`config.mk`:
```
export PLATFORM = sky130hd
export DESIGN_NAME = acc_mem_responder
export DESIGN_NICKNAME = d
export VERILOG_FILES = /design/src/rtl/acc_cpu_pkg.sv /design/src/rtl/acc_mem_array.sv /design/src/rtl/acc_mem_responder.sv
export SDC_FILE = /design/constraint.sdc
export NUM_CORES = 1
export LEC_CHECK = 0
export CAP_MARGIN = 10
export CORE_ASPECT_RATIO = 1.1
export CORE_MARGIN = 4
export CORE_UTILIZATION = 55
export CTS_BUF_LIST = sky130_fd_sc_hd__clkbuf_8
export DETAILED_ROUTE_END_ITERATION = 16
export HOLD_SLACK_MARGIN = 0.1
export PLACE_DENSITY = 0.75
export RECOVER_POWER = 50
export SETUP_SLACK_MARGIN = 0.05
export SYNTH_ARGS = -nofsm -noshare
export SYNTH_HDL_FRONTEND = slang
export SYNTH_HIERARCHICAL = 1
export SYNTH_SLANG_ARGS = --single-unit
```
`constraint.sdc`:
```
create_clock -name clk -period 3.5 [get_ports clk]
set_input_delay 0.7 -clock clk [delete_from_list [all_inputs] [get_ports clk]]
set_output_delay 0.7 -clock clk [all_outputs]
set_load 0.005 [all_outputs]
```
`src/rtl/acc_cpu_pkg.sv`:
```
// rtl/acc_cpu_pkg.sv - shared types and constants for the accumulator CPU
package acc_cpu_pkg;

  localparam int DATA_W_DEF = 8;
  localparam int ADDR_W_DEF = 5;

  // memory responder FSM encoding
  typedef enum logic [1:0] {
    ST_IDLE   = 2'd0,
    ST_WAIT   = 2'd1,
    ST_ACCESS = 2'd2
  } resp_state_t;

  // instruction opcodes (top 3 bits of an instruction word)
  localparam logic [2:0] OP_ADD = 3'b000;
  localparam logic [2:0] OP_SUB = 3'b001;
  localparam logic [2:0] OP_AND = 3'b010;
  localparam logic [2:0] OP_NOT = 3'b011;
  localparam logic [2:0] OP_LDA = 3'b100;
  localparam logic [2:0] OP_STA = 3'b101;
  localparam logic [2:0] OP_JMP = 3'b110;
  localparam logic [2:0] OP_JZ  = 3'b111;

  // opcode field of an instruction word
  function automatic logic [2:0] opcode_of(input logic [DATA_W_DEF-1:0] word);
    return word[DATA_W_DEF-1 -: 3];
  endfunction

endpackage

```
`src/rtl/acc_mem_array.sv`:
```
// rtl/acc_mem_array.sv - single-port synchronous RAM, contents not reset
module acc_mem_array #(
  parameter int DATA_W = 8,
  parameter int ADDR_W = 5,
  parameter int DEPTH  = 32
) (
  input  logic              clk,
  input  logic              we,
  input  logic [ADDR_W-1:0] addr,
  input  logic [DATA_W-1:0] din,
  output logic [DATA_W-1:0] dout
);

  // index width only as wide as the implemented depth needs
  localparam int IDX_W = (DEPTH > 1) ? $clog2(DEPTH) : 1;
  localparam logic [ADDR_W:0] DEPTH_W = DEPTH[ADDR_W:0];

  logic [DATA_W-1:0] mem [DEPTH];
  logic [IDX_W-1:0]  idx;
  logic              in_range;

  assign idx      = addr[IDX_W-1:0];
  assign in_range = {1'b0, addr} < DEPTH_W;

  // write-first is not needed: a read in the same cycle returns the old word
  always_ff @(posedge clk) begin
    if (we && in_range) mem[idx] <= din;
    dout <= in_range ? mem[idx] : '0;
  end

endmodule

```
`src/rtl/acc_mem_responder.sv`:
```
// rtl/acc_mem_responder.sv - request/ready memory responder with wait states
module acc_mem_responder
  import acc_cpu_pkg::*;
#(
  parameter int DATA_W      = DATA_W_DEF,
  parameter int ADDR_W      = ADDR_W_DEF,
  parameter int DEPTH       = 32,
  parameter int WAIT_CYCLES = 2
) (
  input  logic              clk,
  input  logic              rst,
  input  logic              mem_read,
  input  logic              mem_write,
  input  logic [ADDR_W-1:0] addr,
  input  logic [DATA_W-1:0] wdata,
  output logic [DATA_W-1:0] rdata,
  output logic              ready,
  output logic              busy,
  output logic              err
);

  localparam logic [3:0]      WAIT_LD = WAIT_CYCLES[3:0];
  localparam logic [ADDR_W:0] DEPTH_W = DEPTH[ADDR_W:0];

  resp_state_t       state, state_nx;
  logic [3:0]        cnt;
  logic [ADDR_W-1:0] addr_l;
  logic [DATA_W-1:0] wdata_l;
  logic              rd_l, wr_l;
  logic [DATA_W-1:0] rdata_q;
  logic [DATA_W-1:0] ram_dout;
  logic [ADDR_W-1:0] ram_addr;
  logic              ram_we;
  logic              req;
  logic              illegal;

  assign req     = mem_read | mem_write;
  // compared one bit wider so a full-size array never flags
  assign illegal = (rd_l & wr_l) | ({1'b0, addr_l} >= DEPTH_W);

  // state register
  always_ff @(posedge clk or posedge rst) begin
    if (rst) state <= ST_IDLE;
    else     state <= state_nx;
  end

  // next-state decode
  always_comb begin
    state_nx = state;
    case (state)
      ST_IDLE:   if (req) state_nx = (WAIT_CYCLES > 0) ? ST_WAIT : ST_ACCESS;
      ST_WAIT:   if (cnt == 4'd1) state_nx = ST_ACCESS;
      ST_ACCESS: state_nx = ST_IDLE;
      default:   state_nx = ST_IDLE;
    endcase
  end

  // request latch and wait counter; inputs only sampled while idle
  always_ff @(posedge clk or posedge rst) begin
    if (rst) begin
      cnt     <= '0;
      addr_l  <= '0;
      wdata_l <= '0;
      rd_l    <= 1'b0;
      wr_l    <= 1'b0;
    end else begin
      case (state)
        ST_IDLE: if (req) begin
          addr_l  <= addr;
          wdata_l <= wdata;
          rd_l    <= mem_read;
          wr_l    <= mem_write;
          cnt     <= WAIT_LD;
        end
        ST_WAIT: cnt <= cnt - 4'd1;
        default: ;
      endcase
    end
  end

  // held read data, updated as each read completes
  always_ff @(posedge clk or posedge rst) begin
    if (rst) rdata_q <= '0;
    else if (state == ST_ACCESS && rd_l) rdata_q <= illegal ? '0 : ram_dout;
  end

  // outputs; the RAM address leads the latch in idle so zero-wait reads land in ACCESS
  always_comb begin
    ready    = (state == ST_ACCESS);
    busy     = (state != ST_IDLE);
    err      = (state == ST_ACCESS) && illegal;
    ram_we   = (state == ST_ACCESS) && wr_l && !illegal;
    ram_addr = (state == ST_IDLE) ? addr : addr_l;
    rdata    = rdata_q;
    if (state == ST_ACCESS && rd_l) rdata = illegal ? '0 : ram_dout;
  end

  acc_mem_array #(
    .DATA_W (DATA_W),
    .ADDR_W (ADDR_W),
    .DEPTH  (DEPTH)
  ) u_ram (
    .clk  (clk),
    .we   (ram_we),
    .addr (ram_addr),
    .din  (wdata_l),
    .dout (ram_dout)
  );

endmodule
```
# --- Word level (Yosys, flattened, before mapping) ---
# Memories as Yosys holds them, arrays and structs flattened. A register that Yosys moved wholly into a read port is not among the register bits.
# Index checks and enable logic that the tools add are counted.
totals:
  reg_bits: 29
  ram_bits: 256
  in_bits: 17
  out_inout_bits: 11
  wordCells: 37
  mem_count: 1
memory_table:
  columns: ["name", "depth", "word_bits", "rd", "rd_ports_with_merged_regs", "wr", "line", "text"]
  rows:
  - ["u_ram.mem", 32, 8, 1, 1, 1, "acc_mem_array.sv:18", "logic [DATA_W-1:0] mem [DEPTH];"]
op_classes:
  add_sub_neg: 1
  n_eq_ne: 5
  mux: 10
  n_bitwise: 2
  reduce_logical: 11
ops:
  columns: ["op", "count"]
  rows:
  - ["$mux W8", 2]
  - ["$pmux W4 S2", 1]
  - ["$reduce_and A2 Y1", 3]
  - ["$mux W5", 1]
  - ["$eq A4 B1 Y1 const B", 1]
  - ["$logic_and A1 B1 Y1", 4]
  - ["$mux W2", 2]
  - ["$mux W4", 1]
  - ["$ne A2 B2 Y1 const B", 2]
  - ["$pmux W2 S2", 1]
  - ["$reduce_bool A2 Y1", 2]
  - ["$sub A4 B1 Y4 const B", 1]
  - ["$eq A2 B1 Y1 const B", 1]
  - ["$eq A2 B2 Y1 const B", 1]
  - ["$logic_not A2 Y1", 1]
  - ["$mux W1", 2]
  - ["$and A1 B1 Y1", 1]
  - ["$logic_not A1 Y1", 1]
  - ["$or A1 B1 Y1", 1]

# --- Logic depth before layout (Yosys ltp) ---
depth:
  depth_word: 5
  mapped_depth: 9
  mapped_depth_nobuf: 6

# --- By module ---
# Netlist, hierarchy kept.
modules_own_cells:
  columns: ["mod", "n_inst", "cells_per_inst", "area_per_inst_um2", "seq_area_each_um2"]
  rows:
  - ["acc_mem_array", 1, 576, 10206.0, 7847.5]
  - ["acc_mem_responder", 1, 107, 1276.2, 725.7]

# --- Least setup slack after synthesis ---
# Ideal clock, no wire load.
synth_path:
  kind: "reg2reg"
  start: "register state[1]"
  end: "memory u_ram.mem[24][0] (enable)"
  setup_time_ns: 0.383
  t_arrival_ns: 2.417
  required_ns: 3.117
  setup_slack_ns: 0.700
  stages_incl_launch_ff: 7
  path_buffers: 2
  synth_period_minus_slack_ns: 2.800
  cell_sequence: "dfrtp_1 > nor2_4 > mux2_2 > clkbuf_1 > or3b_2 > clkbuf_1 > nor3_1"
synth_between:
  word_cells_on_any_way: 7
  cone_classes: "eq/ne: 1; mux: 3; reduce/logical: 3"
synth_lines:
  columns: ["element", "line", "text"]
  rows:
  - ["from (decl)", "acc_mem_responder.sv:25", "resp_state_t state, state_nx;"]
  - ["from (signal assigned)", "acc_mem_responder.sv:44", "else state <= state_nx;"]
  - ["$logic_not A2 Y1", "acc_mem_responder.sv:93", "ram_addr = (state == ST_IDLE) ? addr : addr_l;"]
  - ["$mux W5", "acc_mem_responder.sv:93", null]
  - ["via ram_addr[0]", "acc_mem_responder.sv:32", "logic [ADDR_W-1:0] ram_addr;"]
  - ["to (decl)", "acc_mem_array.sv:18", null]
# The timed path passes the listed nets, and every way through them passes these cells.

# --- Final worst setup path ---
layout_path:
  start: "register state[1]"
  end: "register u_ram.dout[2] (read register of u_ram.mem)"
layout_between:
  elab_chain_cells: 2
layout_lines:
  columns: ["element", "line", "text"]
  rows:
  - ["$logic_not A2 Y1", "acc_mem_responder.sv:93", null]
  - ["$mux W5", "acc_mem_responder.sv:93", null]
  - ["via ram_addr[1]", "acc_mem_responder.sv:32", null]
  - ["to (decl)", "acc_mem_array.sv:11", "output logic [DATA_W-1:0] dout"]
# The timed path passes the listed nets, and every way through them passes these cells.
# A chain may end at the register's enable or synchronous reset.

==> impl_metrics.yaml <==
clocking:
  cts.sinks: 293
  cts_made_buffers: 44
  ctsResizeCount: 0
  cts_tree: "yes"
  cts_root_buffer: "clkbuf_8"
  cts_hold_buf: 0
  path_clk_slew_ns: 0.06
  h-tree-depth: 2
  clkLatencyLatePin_ns: 0.55
  cts_buffer_depth: 3
layout:
  final_cells: 1051
  fillers: 1435
  syn_to_final_growth_pct: 12.9
  drive_gt1_frac: 0.138
  nets: 782
  diodes: 0
worst_setup_path:
  path_class: "reg2reg"
  r2r_slack_ns: 0.39
  critical_path_required_ns: 3.89
  setup.worst_path.start_class: "register"
  timing.critical_path.buf_inv: 1
  cp_slowest_stage_delay_ns: 0.87
  path_cells: "nor2_4, mux2_8, buf_4, mux2i_1, o22ai_1, nor4_1, nand2_1"
  crit_slowest_cell: "nor4_1"
  cp_top_family: "simple AND/OR/NAND/NOR gates"
  crit_path_max_fanout: 51
  critPathCaptureType: "register"
  crit_arrival_ns: 3.50
timing:
  setup_ws_ns: 0.393
  hold_violations: 0
  hold_ws_ns: 0.477
  tns_ns: 0
  fin_crit_ns: 3.11
  final-setup-viol-count: 0
  grt_setup_unrepaired: "false"
  worst_pin_slew_ns: 1.33
  relSlewSlack: 0.113
  slew_viol_final: 0
  fmax_mhz: 322
  timing.final.crit_share: 0.888
  finClkSkew_ns: 0.0223
synth:
  ys_seq_elements: 293
  ys_types: 42
  synth.net_count: 702
  async_flop_share: 0.0990
  synth_edf_count: 256
  dominantRegCellSynth: "edfxtp_1"
  yosysTopAreaCellShare: 0.669
  synth_area_leaders: "edfxtp_1, mux2i_1, dfrtp_1, o22ai_1, dfxtp_1"
  syn_area_per_cell_um2: 16.8
  ys_warn_count: 6
  synth_cells: 683
  yosys-top-cells-count: "edfxtp_1, mux2i_1, o22ai_1, nor2_1, dfrtp_1"
  ys_seq_area_frac: 0.747
  syn_area_um2: 11500
  synth_top_area_cell: "edfxtp_1"
  post-synth-top-count-cell: "edfxtp_1"
floorplan:
  start_util: 0.558
  design.die.area_um2: 23300
  row_count: 55
  io_pins: 28
  core_um2: 20600
  fp.dieH_um: 160
  die_w_um: 146
detailed_routing:
  via_per_inst: 5.98
  drtIter0Drc: 573
  routed.top_layer: "met4"
  totalWireLength_um: 24200
  drc: 0
  wl_met3_um: 1660
  drt-met1-wl_um: 9800
  antenna_left: 0
  wl_met2_um: 11800
  via_count: 6285
  wl_per_cell_um: 23.0
  dr.pass1.iters: 5
power_and_ir_drop:
  power_frac_clock: 0.230
  p_seq_frac: 0.486
  p_sw_frac: 0.337
  ir_drop_uv: 392
  comb_power_share: 0.284
  p_leak_nw: 4.69
  p_int_mw: 6.89
  p_sw_mw: 3.51
  p_per_area_nw_per_um2: 802
placed_design:
  dp_cells: 969
  place_ws_ns: 0.00332
  hpwl_um: 15600
  gp_congestion: 0.926
  port_buffers: 27
worst_hold_path:
  min_path_type: "in2async"
global_route:
  first_global_vias: 6440
  grt_max_degree: 52
  antenna_found_initial: 0
  grt_pass1_wl_um: 37200
  overflow: 0
  grt_usage: 0.209
status:
  status: "finished, final reports clean"
run:
  drv_cap: 0
## worst register-to-register path, cell delays in order, from the launching register on
cell     delay, ns
dfrtp_1       0.44
nor2_4        0.27
mux2_8        0.55
buf_4         0.34
mux2i_1       0.24
o22ai_1       0.11
nor4_1        0.87
nand2_1       0.15
## metal layers
metal / GRT usage / up-vias
met5: 0 / -
met4: 0.0920 / 0
met3: 0.0498 / 57
met2: 0.340 / 236
met1: 0.269 / 3136
li1: - / 2856
## stage by stage
step           utilization  cell area [µm²]  total power, mW
2_1_floorplan            -            11500             6.96
3_3_place_gp         0.594            12200             7.95
3_5_place_dp         0.594            12200             8.06
4_1_cts              0.630            13000             10.4
5_1_grt              0.630            13000             10.9
6_report             0.630            13000             10.4
## power by group through the flow
stage          registers (mW)  clock network, mW  logic (mW)
2_1_floorplan            4.83                  0        2.13
3_3_place_gp             5.14                  0        2.81
3_5_place_dp             5.19                  0        2.87
4_1_cts                  5.12               2.44        2.88
5_1_grt                  5.10               2.59        3.17
6_report                 5.05               2.39        2.96
## placed cells by master (no fill, tap or decap), types with 17 or more instances in the layout
| cell | Yosys | routed |
|---|---|---|
| edfxtp_1 | 256 | 256 |
| mux2i_1 | 129 | 129 |
| o22ai_1 | 64 | 64 |
| clkbuf_8 | 0 | 44 |
| buf_4 | 0 | 41 |
| nor2_1 | 31 | 32 |
| dfrtp_1 | 29 | 29 |
| nand2_1 | 28 | 28 |
| clkdlybuf4s50_1 | 0 | 26 |
| inv_1 | 5 | 21 |
| nor4_1 | 17 | 17 |
## final timing paths
| check | from | to | cells after the start |
|---|---|---|---|
| max | state[1]$_DFFE_PP0P_ | u_ram/dout[2]$_DFF_P_ | 7 |
| min | rst | wdata_l[4]$_DFFE_PP0P_ | 2 |
| max reg2reg | state[1]$_DFFE_PP0P_ | u_ram/dout[2]$_DFF_P_ | 7 |
| min reg2reg | addr_l[4]$_DFFE_PP0P_ | addr_l[4]$_DFFE_PP0P_ | 1 |
| max in group asynchronous | rst | rdata_q[7]$_DFF_PP0_ | 3 |
| min in group clk | addr_l[4]$_DFFE_PP0P_ | addr_l[4]$_DFFE_PP0P_ | 1 |
## cells by family (layout without fill, tap and decap cells)
logic type	Yosys count	after routing	synth area share
AOI/OAI and AO/OA	79	79	0.0428
xor gates and xnor gates	1	1	0.000763
adders and majority gates	2	2	0.00218
buffers and inverters	44	156	0.0192
DFF	293	293	0.747
muxes	147	147	0.130
and+or+nand+nor	117	117	0.0583
## cell type report
class                      count  area, µm²  area share
clock buffer                  44        606      0.0467
clock inverter                34        146      0.0113
inverter                       6       23.8     0.00183
multi-input combinational    346       2690       0.207
sequential                   293       8570       0.661
tap                          256        320      0.0247
timing repair buffer          72        609      0.0470
## registers in the layout (all words and copies together) (netlist names)
name,count
cnt,4
wr_l,1
addr_l,5
state,2
rd_l,1
u_ram/dout,8
u_ram/mem,256
rdata_q,8
wdata_l,8
## repair_timing
action	in CTS	in global routing
endpoints found under the setup margin	0	1
hold endpoints to repair	0	0
setup buffers	0	1
No activity file was read; power rests on OpenSTA's default activity.
